==> src/rtl/mbw_pkg.sv <==
// rtl/mbw_pkg.sv - shared types and helpers for the multi-bank write controller
//
// Contents:
//   state_t        write FSM state encoding (IDLE=0, WRITE=1, COMMIT=2)
//   POPCOUNT_MAX_W widest bank vector the popcount helper accepts
//   popcount()     number of set bits in a zero-extended bank vector
package mbw_pkg;

   typedef enum logic [1:0] {
      IDLE   = 2'd0,
      WRITE  = 2'd1,
      COMMIT = 2'd2
   } state_t;

   localparam int unsigned POPCOUNT_MAX_W = 32;

   function automatic int unsigned popcount(input logic [POPCOUNT_MAX_W-1:0] v);
      int unsigned c;
      c = 0;
      for (int i = 0; i < POPCOUNT_MAX_W; i++) begin
         c = c + 32'(v[i]);
      end
      return c;
   endfunction

endpackage

==> src/rtl/multi_bank_write_ctrl_if.sv <==
// rtl/multi_bank_write_ctrl_if.sv - source/reader bus of the multi-bank write controller
//
// Signals:
//   din, din_vld   write data and write request from the source
//   r_done         per-bank release pulses from the reader
//   busy           controller is not IDLE
//   w_addr, w_data target bank index and captured write data
//   w_en           one-cycle memory write strobe
//   status_vld     per-bank occupied flags
//   count          number of occupied banks
//   full, empty    all banks occupied / none occupied
//   drop           one-cycle pulse for each rejected request
// Modports:
//   master         source/reader side (drives din, din_vld, r_done)
//   slave          controller side
interface mbw_if #(
   parameter int DATA_W = 8,
   parameter int BANKS  = 4
);
   localparam int ADDR_W = $clog2(BANKS);

   logic [DATA_W-1:0] din;
   logic              din_vld;
   logic [BANKS-1:0]  r_done;
   logic              busy;
   logic [ADDR_W-1:0] w_addr;
   logic [DATA_W-1:0] w_data;
   logic              w_en;
   logic [BANKS-1:0]  status_vld;
   logic [ADDR_W:0]   count;
   logic              full;
   logic              empty;
   logic              drop;

   modport master (
      output din, din_vld, r_done,
      input  busy, w_addr, w_data, w_en, status_vld, count, full, empty, drop
   );

   modport slave (
      input  din, din_vld, r_done,
      output busy, w_addr, w_data, w_en, status_vld, count, full, empty, drop
   );

endinterface

==> src/rtl/bank_popcount.sv <==
// rtl/bank_popcount.sv - occupied-bank counter
//
// Ports:
//   vec  BANKS-bit occupied flags
//   cnt  number of set bits in vec (ADDR_W+1 bits so BANKS itself fits)
module bank_popcount
   import mbw_pkg::*;
#(
   parameter  int BANKS  = 4,
   localparam int ADDR_W = $clog2(BANKS)
) (
   input  logic [BANKS-1:0] vec,
   output logic [ADDR_W:0]  cnt
);

   assign cnt = (ADDR_W+1)'(popcount(POPCOUNT_MAX_W'(vec)));

endmodule

==> src/rtl/multi_bank_write_ctrl.sv <==
// rtl/multi_bank_write_ctrl.sv - ring-ordered write controller for a multi-bank buffer
//
// Ports:
//   clk    single clock, rising edge
//   n_rst  asynchronous active-low reset
//   bus    mbw_if.slave: din/din_vld/r_done in; busy, w_addr, w_data, w_en,
//          status_vld, count, full, empty, drop out
// A request accepted in IDLE takes three cycles: IDLE -> WRITE (w_en) -> COMMIT
// (bank marked occupied, ring pointer advanced) -> IDLE. A request aimed at an
// occupied bank is dropped; the pointer never skips ahead on release.
module multi_bank_write_ctrl
   import mbw_pkg::*;
#(
   parameter int DATA_W = 8,
   parameter int BANKS  = 4
) (
   input  logic clk,
   input  logic n_rst,
   mbw_if.slave bus
);

   localparam int ADDR_W = $clog2(BANKS);

   state_t            state, state_nxt;
   logic [ADDR_W-1:0] w_addr_q;
   logic [DATA_W-1:0] w_data_q;
   logic [BANKS-1:0]  status_q;
   logic [BANKS-1:0]  status_nxt;
   logic [BANKS-1:0]  set_mask;
   logic              drop_q;
   logic              accept;
   logic              reject;
   logic [ADDR_W:0]   count_w;

   // Requests are only looked at in IDLE; while busy they are silently ignored.
   assign accept = (state == IDLE) &&  bus.din_vld && !status_q[w_addr_q];
   assign reject = (state == IDLE) &&  bus.din_vld &&  status_q[w_addr_q];

   always_ff @(posedge clk or negedge n_rst) begin
      if (!n_rst) begin
         state <= IDLE;
      end else begin
         state <= state_nxt;
      end
   end

   always_comb begin
      state_nxt = state;
      set_mask  = '0;
      case (state)
         IDLE: begin
            if (accept) state_nxt = WRITE;
         end
         WRITE: begin
            state_nxt = COMMIT;
         end
         COMMIT: begin
            set_mask  = BANKS'(1) << w_addr_q;
            state_nxt = IDLE;
         end
         default: begin
            state_nxt = IDLE;
         end
      endcase
   end

   // Releases apply every cycle; a release colliding with this cycle's commit
   // on the same bank loses so the freshly written bank is never lost.
   assign status_nxt = (status_q | set_mask) & ~(bus.r_done & ~set_mask);

   always_ff @(posedge clk or negedge n_rst) begin
      if (!n_rst) begin
         w_addr_q <= '0;
         w_data_q <= '0;
         status_q <= '0;
         drop_q   <= 1'b0;
      end else begin
         status_q <= status_nxt;
         drop_q   <= reject;
         if (accept) begin
            w_data_q <= bus.din;
         end
         // BANKS is a power of two, so the natural wrap is the ring wrap.
         if (state == COMMIT) begin
            w_addr_q <= w_addr_q + ADDR_W'(1);
         end
      end
   end

   bank_popcount #(
      .BANKS (BANKS)
   ) u_popcount (
      .vec (status_q),
      .cnt (count_w)
   );

   assign bus.busy       = (state != IDLE);
   assign bus.w_en       = (state == WRITE);
   assign bus.w_addr     = w_addr_q;
   assign bus.w_data     = w_data_q;
   assign bus.status_vld = status_q;
   assign bus.count      = count_w;
   assign bus.full       = &status_q;
   assign bus.empty      = ~|status_q;
   assign bus.drop       = drop_q;

endmodule

==> src/flat_wrapper.sv <==
// flat-port wrapper written by rule: the top's interface ports become plain ports
module multi_bank_write_ctrl_flat import mbw_pkg::*;
#(
   parameter int DATA_W = 8,
   parameter int BANKS  = 4
)
  (clk, n_rst, bus_din, bus_din_vld, bus_r_done, bus_busy, bus_w_addr, bus_w_data, bus_w_en, bus_status_vld, bus_count, bus_full, bus_empty, bus_drop);
  mbw_if #(.DATA_W(DATA_W), .BANKS(BANKS)) bus_i ();
  input  logic clk;
  input  logic n_rst;
  input wire logic [$bits(bus_i.din)-1:0] bus_din;
  input wire logic [$bits(bus_i.din_vld)-1:0] bus_din_vld;
  input wire logic [$bits(bus_i.r_done)-1:0] bus_r_done;
  output wire logic [$bits(bus_i.busy)-1:0] bus_busy;
  output wire logic [$bits(bus_i.w_addr)-1:0] bus_w_addr;
  output wire logic [$bits(bus_i.w_data)-1:0] bus_w_data;
  output wire logic [$bits(bus_i.w_en)-1:0] bus_w_en;
  output wire logic [$bits(bus_i.status_vld)-1:0] bus_status_vld;
  output wire logic [$bits(bus_i.count)-1:0] bus_count;
  output wire logic [$bits(bus_i.full)-1:0] bus_full;
  output wire logic [$bits(bus_i.empty)-1:0] bus_empty;
  output wire logic [$bits(bus_i.drop)-1:0] bus_drop;
  assign bus_i.din = bus_din;
  assign bus_i.din_vld = bus_din_vld;
  assign bus_i.r_done = bus_r_done;
  assign bus_busy = bus_i.busy;
  assign bus_w_addr = bus_i.w_addr;
  assign bus_w_data = bus_i.w_data;
  assign bus_w_en = bus_i.w_en;
  assign bus_status_vld = bus_i.status_vld;
  assign bus_count = bus_i.count;
  assign bus_full = bus_i.full;
  assign bus_empty = bus_i.empty;
  assign bus_drop = bus_i.drop;
  multi_bank_write_ctrl #(.DATA_W(DATA_W), .BANKS(BANKS)) u_core (.clk(clk), .n_rst(n_rst), .bus(bus_i));
endmodule
==> config.mk <==
export PLATFORM = sky130hd
export DESIGN_NAME = multi_bank_write_ctrl_flat
export DESIGN_NICKNAME = d
export VERILOG_FILES = /design/src/rtl/mbw_pkg.sv /design/src/rtl/multi_bank_write_ctrl_if.sv /design/src/rtl/bank_popcount.sv /design/src/rtl/multi_bank_write_ctrl.sv /design/src/flat_wrapper.sv
export SDC_FILE = /design/constraint.sdc
export NUM_CORES = 1
export LEC_CHECK = 0
export CORE_ASPECT_RATIO = 1.5
export CORE_MARGIN = 3
export CORE_UTILIZATION = 40
export DETAILED_ROUTE_END_ITERATION = 10
export MAX_ROUTING_LAYER = met4
export PLACE_DENSITY = 0.84
export SLEW_MARGIN = 20
export SYNTH_ARGS = -nofsm -noshare
export SYNTH_HDL_FRONTEND = slang
export SYNTH_HIERARCHICAL = 1
export SYNTH_SLANG_ARGS = --single-unit
export TNS_END_PERCENT = 10
==> constraint.sdc <==
create_clock -name clk -period 2.1 [get_ports clk]
set_input_delay 0.21 -clock clk [delete_from_list [all_inputs] [get_ports clk]]
set_output_delay 0.21 -clock clk [all_outputs]
set_load 0.01 [all_outputs]
==> impl_metrics.ini <==
[run_status]
status = finished clean

[cts]
clock-sinks = 17
post_cts_buffers = 0
clkTransAtPathRegs_ps = 90
clockBufferDepth = 2
ctsHoldBuffers = 0
htree_num_levels = 1
cts_made_buffers = 3
cts_tree = yes
root_buffer = clkbuf_4
insertion_delay_ps = 280

[sta]
whs_ps = 352
fin_skew_ps = 2.33
finalSetupViolCount = 0
max_clock_freq_mhz = 488
timing.final.crit_share = 0.976
slew_headroom = 0.520
post-route-min-period_ps = 2050
report.final.hold_viol_count = 0
setup_slack_ps = 50.5
worst_pin_slew_ps = 718
drv_slew = 0
rsz0062_at_grt = yes

[place]
routabilityCongestion = 0.765
pre_cts_ws_ps = -62.2
post-dp-hpwl_um = 1390
place_inst = 125
numPortBuffers = 36

[layout]
nFillCells = 149
area_growth_pct = 52.2
drive_gt1_frac = 0.194
layout_commonest_cell = clkdlybuf4s50_1
antennaDiodeCount = 0
fin_nets = 131
final_cells = 129
utilization = 0.657
layout_common_cells = 33 x clkdlybuf4s50_1, 17 x dfrtp_1, 11 x inv_1

[critical_path]
worstSetupPathType = reg -> out
crit_chain = inv_2 > fa_1 > inv_1 > ha_1 > ha_1 > buf_2
path_max_fanout = 2
slowest_stage = fa_1
required_ps = 1890
startpoint_type = flop
critPathArrivalTime_ps = 1840
crit_top_cell = ha_1
slowest_delay_ps = 540
worstSetupEndpointType = output pin

[logic_synthesis]
synth_nets = 88
yosysWarnings = 6
synth_area_um2 = 801
synthCells = 66
synth_seq_cells = 17
seq_area_frac_synth = 0.531
syn_avg_cell_area_um2 = 12.1
ys_types = 16

[power]
totalPowerFinal_w = 0.00170
peakVddDrop_mv = 0.736
powerDensity_nw_per_um2 = 1400
cellLeakagePower_nw = 0.557

[detailed_routing]
first_pass_iters = 4
vias_per_cell = 4.81
drc = 0
vias = 621
post_drt_wl_per_cell_um = 12.9
drt_first_iter_violations = 9
drt-total-wl_um = 1670
antenna_left = 0

[floorplanning]
chipHeight_um = 60.8
core_area_um2 = 1850
rows = 19
die_w_um = 42.5
io_pins = 37
dieArea_um2 = 2590
initial_core_util = 0.432

[global_routing]
overflow = 0
grt_usage = 0.149
antenna_found_initial = 0
grt_pass1_wl_um = 2750
grt_pass1_vias = 641
grt_max_degree = 18

[hold_path]
hold_path.class = in -> async

[flow_run]
maxCapViolCount = 0
-- stage by stage --
step | setup TNS [ps] | cell area [um2]
detailed placement | -62.2 | 1200
CTS | 0 | 1220
global placement | 0 | 1200
global route | -70.7 | 1220
finish | 0 | 1220
floorplan | 0 | 801
-- timing repair --
| action | CTS | global route |
|---|---|---|
| pin swaps | 0 | 1 |
| gates resized for setup | 7 | 3 |
| setup endpoints to repair | 3 | 3 |
-- worst paths after layout --
| kind | depth (start not counted) | startpoint | end | slack, ps |
|---|---|---|---|---|
| worst max register to register | 5 | u_core/bus.status_vld[3]$_DFF_PN0_ | u_core/bus.w_data[1]$_DFFE_PN0P_ | 240 |
| min in group clk | 1 | u_core/state[1]$_DFFE_PN0P_ | u_core/state[1]$_DFFE_PN0P_ | 470 |
| worst min register to register | 1 | u_core/state[1]$_DFFE_PN0P_ | u_core/state[1]$_DFFE_PN0P_ | 470 |
| max in group asynchronous | 1 | n_rst | u_core/bus.status_vld[1]$_DFF_PN0_ | 1300 |
| worst max-delay path | 6 | u_core/bus.status_vld[3]$_DFF_PN0_ | bus_count[1] | 50 |
| worst min-delay path | 1 | n_rst | u_core/bus.w_data[4]$_DFFE_PN0P_ | 350 |
-- final cells by class --
| type | instances | area, um2 | share of cell area |
|---|---|---|---|
| repair buffers | 40 | 380 | 0.312 |
| flip-flops and latches | 17 | 425 | 0.349 |
| multi-input cells | 35 | 315 | 0.259 |
| clock buffers | 4 | 26.3 | 0.0216 |
| inverters | 12 | 45.0 | 0.0370 |
| well taps | 21 | 26.3 | 0.0216 |
-- state kept, by name, summed over array words and instances (netlist names) --
| register | count |
|---|---|
| u_core/bus.w_data | 8 |
| u_core/bus.status_vld | 4 |
| u_core/bus.w_addr | 2 |
| u_core/state | 2 |
| u_core/bus.drop | 1 |
-- logic make-up after synthesis --
group | synth area share
flops | 0.531
buf+inv | 0.0750
simple gates | 0.0922
mux | 0.141
fa+ha+maj | 0.119
compound gates | 0.0312
xor+xnor | 0.0109
-- routing by layer --
layer / up-vias / track usage / wire, um
met5: - / - / 0
met4: 0 / 0.0889 / 23
met3: 4 / 0.0267 / 98
met2: 17 / 0.277 / 995
met1: 303 / 0.142 / 549
li1: 297 / - / -
-- report_power, final --
part | switching (W) | leakage (nW) | internal [W] | total (W)
Combinational | 0.000399 | 0.330 | 0.000572 | 0.000971
Clock | 0.0000914 | 0.0150 | 0.0000737 | 0.000165
Sequential | 0.0000958 | 0.212 | 0.000471 | 0.000567
Total | 0.000586 | 0.557 | 0.00112 | 0.00170
-- critical path, delay by kind of cell (launching register included) --
family,cells,cell delay [ps]
fa+ha+maj,3,970
buf+inv,3,230
flops,1,360
-- Yosys cell counts, drive strengths merged --
library cell	count	area share
mux2	8	0.11
fa	1	0.025
nor4	2	0.016
inv	12	0.056
ha	6	0.094
xnor2	1	0.011
mux4	1	0.028
buf	1	0.014
clkbuf	1	0.0047
nor2b	3	0.023
nor2	1	0.0047
and3	1	0.0094
nor3b	1	0.016
dfrtp	17	0.53
o21ai	5	0.031
nand2	5	0.023
Power figures use the tool's default switching activity.
